===== config.mk =====
export PLATFORM = sky130hd
export DESIGN_NAME = load_store_unit
export DESIGN_NICKNAME = d
export VERILOG_FILES = /design/src/rtl/riscv_pkg.sv /design/src/rtl/load_extender.sv /design/src/rtl/load_store_unit.sv
export SDC_FILE = /design/constraint.sdc
export NUM_CORES = 1
export LEC_CHECK = 0
export CORE_MARGIN = 10
export CORE_UTILIZATION = 44
export CTS_BUF_LIST = sky130_fd_sc_hd__clkbuf_2 sky130_fd_sc_hd__clkbuf_4 sky130_fd_sc_hd__clkbuf_8
export CTS_CLUSTER_DIAMETER = 30
export DETAILED_ROUTE_END_ITERATION = 8
export PLACE_DENSITY = 0.88
export SLEW_MARGIN = 25
export SYNTH_ARGS = -nofsm -noshare
export SYNTH_HDL_FRONTEND = slang
export SYNTH_SLANG_ARGS = --single-unit

===== constraint.sdc =====
create_clock -name clk_i -period 2.5 [get_ports clk_i]
set_input_delay 0.375 -clock clk_i [delete_from_list [all_inputs] [get_ports clk_i]]
set_output_delay 0.375 -clock clk_i [all_outputs]
set_load 0.01 [all_outputs]

===== src/rtl/riscv_pkg.sv =====
// ----------------------------------------------------------------------------
// riscv_pkg
// Shared RV32 definitions for the memory stage:
//   - funct3 encodings for loads (LB/LH/LW/LBU/LHU) and stores (SB/SH/SW)
//   - lsu_state_e, the load/store unit state machine encoding
//   - lsu_fault(), which classifies an access as misaligned or illegal
// ----------------------------------------------------------------------------
package riscv_pkg;

  // Load funct3 encodings
  localparam logic [2:0] F3_LB  = 3'b000;
  localparam logic [2:0] F3_LH  = 3'b001;
  localparam logic [2:0] F3_LW  = 3'b010;
  localparam logic [2:0] F3_LBU = 3'b100;
  localparam logic [2:0] F3_LHU = 3'b101;

  // Store funct3 encodings
  localparam logic [2:0] F3_SB  = 3'b000;
  localparam logic [2:0] F3_SH  = 3'b001;
  localparam logic [2:0] F3_SW  = 3'b010;

  // Access size as carried in funct3[1:0]
  localparam logic [1:0] SIZE_BYTE = 2'b00;
  localparam logic [1:0] SIZE_HALF = 2'b01;
  localparam logic [1:0] SIZE_WORD = 2'b10;

  typedef enum logic [1:0] {
    LSU_IDLE = 2'b00,
    LSU_REQ  = 2'b01,
    LSU_WAIT = 2'b10,
    LSU_DONE = 2'b11
  } lsu_state_e;

  // An access faults when it is both a load and a store, uses a funct3 that
  // the operation does not define, or is not naturally aligned to its size.
  function automatic logic lsu_fault(
    input logic       mem_read,
    input logic       mem_write,
    input logic [2:0] funct3,
    input logic [1:0] offset
  );
    logic bad_funct3;
    logic misaligned;

    bad_funct3 = 1'b0;
    if (mem_read) begin
      case (funct3)
        F3_LB, F3_LH, F3_LW, F3_LBU, F3_LHU: bad_funct3 = 1'b0;
        default:                             bad_funct3 = 1'b1;
      endcase
    end else begin
      case (funct3)
        F3_SB, F3_SH, F3_SW: bad_funct3 = 1'b0;
        default:             bad_funct3 = 1'b1;
      endcase
    end

    case (funct3[1:0])
      SIZE_HALF: misaligned = offset[0];
      SIZE_WORD: misaligned = (offset != 2'b00);
      default:   misaligned = 1'b0;
    endcase

    return (mem_read && mem_write) || bad_funct3 || misaligned;
  endfunction

endpackage


===== src/rtl/load_extender.sv =====
// ----------------------------------------------------------------------------
// load_extender
// Combinational load-data formatter. Brings the addressed byte/halfword of a
// full bus word down to bit 0 and sign- or zero-extends it by funct3.
// Ports:
//   rdata   in  XLEN  raw word returned by data memory
//   offset  in  2     byte offset of the access within the word
//   funct3  in  3     load size/sign (LB/LH/LW/LBU/LHU)
//   data    out XLEN  extended load result
// ----------------------------------------------------------------------------
module load_extender
  import riscv_pkg::*;
#(
  parameter int unsigned XLEN = 32
) (
  input  logic [XLEN-1:0] rdata,
  input  logic [1:0]      offset,
  input  logic [2:0]      funct3,
  output logic [XLEN-1:0] data
);

  logic [XLEN-1:0] shifted;

  // Right shift by 8 * offset places the addressed lane at bit 0.
  assign shifted = rdata >> {offset, 3'b000};

  // NOTE: data gets a default before the case so that every path assigns
  // it; an unassigned path in always_comb would infer a latch.
  always_comb begin
    data = shifted;
    case (funct3)
      F3_LB:   data = {{(XLEN-8){shifted[7]}},   shifted[7:0]};
      F3_LBU:  data = {{(XLEN-8){1'b0}},         shifted[7:0]};
      F3_LH:   data = {{(XLEN-16){shifted[15]}}, shifted[15:0]};
      F3_LHU:  data = {{(XLEN-16){1'b0}},        shifted[15:0]};
      default: data = shifted;
    endcase
  end

endmodule


===== src/rtl/load_store_unit.sv =====
// ----------------------------------------------------------------------------
// load_store_unit
// Memory-stage unit. Accepts one load or store at a time from the control
// stage, runs it over a req/gnt/rvalid data bus and stalls upstream until
// the access has been issued and, for loads, answered. Faulty accesses
// (misaligned, illegal funct3, load+store together) never reach the bus.
// Ports:
//   clk_i, rst_ni        clock; synchronous active-low reset
//   req_valid_i          memory-stage instruction present
//   mem_read_i           load request
//   mem_write_i          store request
//   mem_write_mask_i     unshifted store mask (0001 SB, 0011 SH, 1111 SW)
//   funct3_i             access size/sign
//   addr_i               effective byte address
//   store_data_i         rs2 store value
//   stall_o              hold upstream stages
//   load_valid_o         one-cycle pulse, load_data_o holds a new result
//   load_data_o          extended load result (held until next load)
//   access_fault_o       one-cycle pulse for a faulted access
//   dmem_req_o/we_o/addr_o/be_o/wdata_o   bus request side
//   dmem_gnt_i/rvalid_i/rdata_i           bus response side
// ----------------------------------------------------------------------------
module load_store_unit
  import riscv_pkg::*;
#(
  parameter int unsigned XLEN = 32
) (
  input  logic            clk_i,
  input  logic            rst_ni,
  input  logic            req_valid_i,
  input  logic            mem_read_i,
  input  logic            mem_write_i,
  input  logic [3:0]      mem_write_mask_i,
  input  logic [2:0]      funct3_i,
  input  logic [XLEN-1:0] addr_i,
  input  logic [XLEN-1:0] store_data_i,
  output logic            stall_o,
  output logic            load_valid_o,
  output logic [XLEN-1:0] load_data_o,
  output logic            access_fault_o,
  output logic            dmem_req_o,
  output logic            dmem_we_o,
  output logic [XLEN-1:0] dmem_addr_o,
  output logic [3:0]      dmem_be_o,
  output logic [XLEN-1:0] dmem_wdata_o,
  input  logic            dmem_gnt_i,
  input  logic            dmem_rvalid_i,
  input  logic [XLEN-1:0] dmem_rdata_i
);

  lsu_state_e state_q, state_d;

  // Access captured when a request is accepted in IDLE
  logic            is_load_q;
  logic            we_q;
  logic            fault_q;
  logic [2:0]      funct3_q;
  logic [1:0]      offset_q;
  logic [XLEN-1:0] addr_q;
  logic [3:0]      be_q;
  logic [XLEN-1:0] wdata_q;
  logic [XLEN-1:0] load_data_q;

  logic            mem_req;
  logic            req_fault;
  logic            accept;
  logic [3:0]      store_be;
  logic [XLEN-1:0] store_wdata;
  logic [XLEN-1:0] ext_data;

  assign mem_req   = req_valid_i && (mem_read_i || mem_write_i);
  assign req_fault = lsu_fault(mem_read_i, mem_write_i, funct3_i, addr_i[1:0]);

  // Store lane enables follow the byte offset; the 4-bit result drops any
  // bits shifted past lane 3 (only possible for an access that faults).
  assign store_be = mem_write_mask_i << addr_i[1:0];

  // Narrow stores are replicated across the word so the selected lanes
  // carry the data whatever the offset.
  always_comb begin
    store_wdata = store_data_i;
    case (funct3_i[1:0])
      SIZE_BYTE: store_wdata = {(XLEN/8){store_data_i[7:0]}};
      SIZE_HALF: store_wdata = {(XLEN/16){store_data_i[15:0]}};
      default:   store_wdata = store_data_i;
    endcase
  end

  // Next-state logic
  always_comb begin
    state_d = state_q;
    accept  = 1'b0;
    case (state_q)
      LSU_IDLE: begin
        if (mem_req) begin
          accept  = 1'b1;
          state_d = req_fault ? LSU_DONE : LSU_REQ;
        end
      end
      LSU_REQ: begin
        if (dmem_gnt_i) begin
          state_d = we_q ? LSU_DONE : LSU_WAIT;
        end
      end
      LSU_WAIT: begin
        if (dmem_rvalid_i) begin
          state_d = LSU_DONE;
        end
      end
      // DONE lasts one cycle; req_valid_i still belongs to the completing
      // instruction here, so it must not be accepted again.
      LSU_DONE: state_d = LSU_IDLE;
      default:  state_d = LSU_IDLE;
    endcase
  end

  // NOTE: state and data registers use non-blocking assignments so every
  // register samples pre-edge values, independent of statement order.
  always_ff @(posedge clk_i) begin
    if (!rst_ni) begin
      state_q     <= LSU_IDLE;
      is_load_q   <= 1'b0;
      we_q        <= 1'b0;
      fault_q     <= 1'b0;
      funct3_q    <= 3'b000;
      offset_q    <= 2'b00;
      addr_q      <= '0;
      be_q        <= 4'b0000;
      wdata_q     <= '0;
      load_data_q <= '0;
    end else begin
      state_q <= state_d;
      if (accept) begin
        is_load_q <= mem_read_i;
        we_q      <= mem_write_i;
        fault_q   <= req_fault;
        funct3_q  <= funct3_i;
        offset_q  <= addr_i[1:0];
        addr_q    <= {addr_i[XLEN-1:2], 2'b00};
        be_q      <= mem_read_i ? 4'b1111 : store_be;
        wdata_q   <= store_wdata;
      end
      // rvalid is only meaningful while a load is outstanding; a late
      // response after a reset abort lands in IDLE and is dropped.
      if (state_q == LSU_WAIT && dmem_rvalid_i) begin
        load_data_q <= ext_data;
      end
    end
  end

  load_extender #(
    .XLEN(XLEN)
  ) u_load_extender (
    .rdata  (dmem_rdata_i),
    .offset (offset_q),
    .funct3 (funct3_q),
    .data   (ext_data)
  );

  // Bus side: request fields come straight from the captured access, so
  // they are stable for as long as REQ waits for a grant.
  assign dmem_req_o   = (state_q == LSU_REQ);
  assign dmem_we_o    = we_q;
  assign dmem_addr_o  = addr_q;
  assign dmem_be_o    = be_q;
  assign dmem_wdata_o = wdata_q;

  // Pipeline side
  assign load_valid_o   = (state_q == LSU_DONE) && is_load_q && !fault_q;
  assign access_fault_o = (state_q == LSU_DONE) && fault_q;
  assign load_data_o    = load_data_q;

  // Stall covers the accept cycle too, so the instruction stays put while
  // it is being captured; it is forced low while reset is asserted.
  assign stall_o = rst_ni &&
                   (((state_q == LSU_IDLE) && mem_req) ||
                    (state_q == LSU_REQ) ||
                    (state_q == LSU_WAIT));

endmodule


==> impl.org <==
** Finish
- Leaving out filler cells and counting taps, the final layout contains 914.
- The number of antenna diodes in the final layout is 0.
- Once layout is complete, the utilization of the core stands at 0.675.
- Layout cell share with drive strength beyond 1 :: 0.0620
- Once layout is done, the placed cells without fillers occupy 0.00741 sq mm.
- Layout area overhead :: 48.0%
- The top cell types in the final layout, fill and taps aside, are clkdlybuf4s50_1, nand2_1, dfxtp_1, a21boi_1, o21ai_0.
- Total Nets Final :: 886
- Leaving out fill and tap cells, the most frequent cell in the layout is clkdlybuf4s50_1.

** Placed design
- Placer Congestion :: 0.869
- In this run the cell area measured after placement is 0.00720 sq mm.
- DPL Wire Length :: 13.6 mm
- Prior to clock tree synthesis, the placed netlist has a worst setup slack of 0.157 ns.
- I/O Buffers :: 212
- Placed Cells incl. Taps :: 898

** STA
- Setup slack of the critical path after layout :: 0.168 ns
- Number of failing hold endpoints at the final stage :: 0
- On the final layout, the worst hold slack is 0.458 ns.
- In this run the tightest slew margin relative to its limit is 0.365.
- Static timing analysis puts the maximum clock frequency at 429 MHz.
- Setup violations remaining at the end of the flow were counted as 0.
- Slew of the pin with the lowest slew margin :: 0.952 ns
- Total negative setup slack :: 0 ns
- Setup repair after global routing left no endpoint under its margin.
- Clk_skew :: 0.0114 ns
- The max-slew violation count is 0.
- Final critical-path share of the clock period :: 0.933
- Final Critical Period :: 2.33 ns

** Clock tree
- Inserted Clock Buffers :: 9
- H-tree Lvls :: 3
- In this run, post-CTS hold repair placed 0 buffers.
- Clock tree buffer depth :: 2
- Clock slew seen by the registers of the worst setup and hold paths :: 0.11 ns
- The tree is rooted in a clkbuf_8.
- Number of sinks driven by the clock tree :: 108
- TritonCTS built the clock tree.
- Clock latency on the worst-skew pair, taken at its later pin, is 0.36 ns.

** Die
- Initial standard-cell utilization of the core :: 0.456
- Floorplan die width :: 127 microns
- Core Box Area :: 0.0110 sq mm
- The die covers 0.0160 sq mm.
- Die outline height :: 127 microns
- Top-level I/O count :: 215
- Std cell rows :: 38

** Setup path
- Crit path required time :: 2.12 ns
- STA classifies the critical path startpoint as a flip-flop.
- Crit Path Class :: flip-flop to output pin
- Data arrival time of the critical path :: 1.96 ns
- Crit. End Element :: output pin
- Peak fanout along the critical path :: 5

** Routing
- After detailed routing, the total wire length is 17.7 mm.
- The first TritonRoute pass finished after 5 iterations.
- Detail-routed via count per cell :: 5.51
- Count of nets left with antenna violations after detail routing :: 0
- Via count :: 5036
- Number of remaining DRC errors :: 0
- Detailed Route Iter0 Violations :: 523
- After detailed routing, the average wire length per cell comes to 19.4 microns.

** GRT
- Maximum number of pins on one net before global-route repair :: 111
- The first global-routing pass estimated 27.5 mm of wire.
- Across every metal layer, demand over resource in global routing totals 0.208.
- The via count of the first global-routing pass is 5104.
- For this run the aggregate overflow at the end of global routing stands at 0.
- Antenna violations before repair :: 0

** Yosys
- By area the synthesized netlist is led by dfxtp_1, nand2_1, a21boi_1.
- The share of synthesized area in the top cell type comes to 0.432.
- Number of synthesis warnings :: 0
- Synthesis produced 581 cells.
- Avg Cell Area, Syn :: 8.62 sq um
- FF+latch count, synth :: 108
- In the synthesized netlist the dominant register cell turns out to be dfxtp_1.
- Counting flops with an async set or reset pin after synthesis yields a share of 0.
- Cell type contributing the most total cell area after synthesis :: dfxtp_1
- Number of distinct library cells after synthesis :: 44
- The share of the Yosys chip area taken by registers is 0.432.
- Yosys mapped a number of flops with a built-in enable equal to 0.
- Cell area after synthesis :: 0.00501 sq mm

** Power and ir drop
- Leakage power :: 2.67 nW
- Power density of the placed cells :: 740 mW/mm^2
- The design draws 5.48 mW.
- Maximum VDD drop :: 0.357 mV

** Status
- Status :: finished, final reports clean

** Hold path
- The path class of the tightest hold or removal check is flip-flop to flip-flop.

** Job
- The tool flagged a number of max-cap violations equal to 0.
-- cells in the mapped netlist, types with 5 or more instances --
library cell,instances
ha_1,7
clkbuf_1,30
mux2i_1,22
dfxtp_1,108
o2bb2ai_1,7
a21oi_1,24
a21boi_1,54
buf_2,17
nand2_1,128
nor2_1,27
a211oi_1,8
o211ai_1,9
nand2b_1,10
o21ai_0,30
o221a_1,16
and2_1,10
nor3b_1,17
inv_1,8
a221oi_1,8
nor3_1,5
-- state kept, by name (all words and copies together) (netlist names) --
name / cells
funct3_q: 3
state_q: 2
dmem_be_o: 4
dmem_wdata_o: 32
load_data_o: 32
is_load_q: 1
dmem_addr_o: 30
offset_q: 2
dmem_we_o: 1
fault_q: 1
-- layout make-up --
class / count / area (sq um)
Clock inverter: 6 / 71.3
Fill cell: 897 / 3570
Sequential cell: 108 / 2160
Tap cell: 140 / 175
Timing Repair Buffer: 228 / 2240
Clock buffer: 10 / 138
Multi-Input combinational cell: 414 / 2590
Inverter: 8 / 30.0
-- power breakdown --
part	total [mW]	internal, mW	switching (mW)
combinational	2.11	1.07	1.04
clock	1.11	0.498	0.613
sequential	2.26	2.05	0.208
total	5.48	3.62	1.86
-- worst paths after layout --
kind	depth (start not counted)	slack, ns	end	start
worst min-delay path	2	0.46	dmem_addr_o[8]	dmem_addr_o[8]
worst max-delay path	6	0.17	stall_o	state_q[1]
worst max register to register	8	0.45	dmem_wdata_o[15]	state_q[1]
worst min register to register	2	0.46	dmem_addr_o[8]	dmem_addr_o[8]
-- metal layers --
layer	up-vias	wire, microns	GRT usage	share of wire
met2	256	8780	0.364	0.50
met3	23	1810	0.0829	0.10
met5	-	0	0	0
li1	2384	-	-	-
met4	0	267	0.0556	0.015
met1	2373	6840	0.227	0.39
-- what timing repair did --
item	CTS	global route
endpoints found under the setup margin	0	1
resized for setup	0	2
endpoints found under the hold margin	0	0
setup buffers	0	0
-- cell families (layout without fill, tap and decap cells) --
group / count (synthesis) / in the layout / synth area share
and+or+nand+nor: 207 / 207 / 0.185
other: 1 / 2 / 0.000749
muxes: 31 / 31 / 0.0665
adders and majority gates: 7 / 7 / 0.0175
buffers and inverters: 60 / 252 / 0.0522
AOI/OAI and AO/OA: 167 / 167 / 0.246
DFF: 108 / 108 / 0.432
-- worst max-delay path: stages, from the launching register on --
cell and delay [ns]:
dfxtp_1 0.41, inv_1 0.09, ha_1 0.24, inv_2 0.11
nor2_4 0.04, o31a_1 0.24, clkdlybuf4s50_1 0.48
Note: power is estimated with default switching activity, not from simulation.
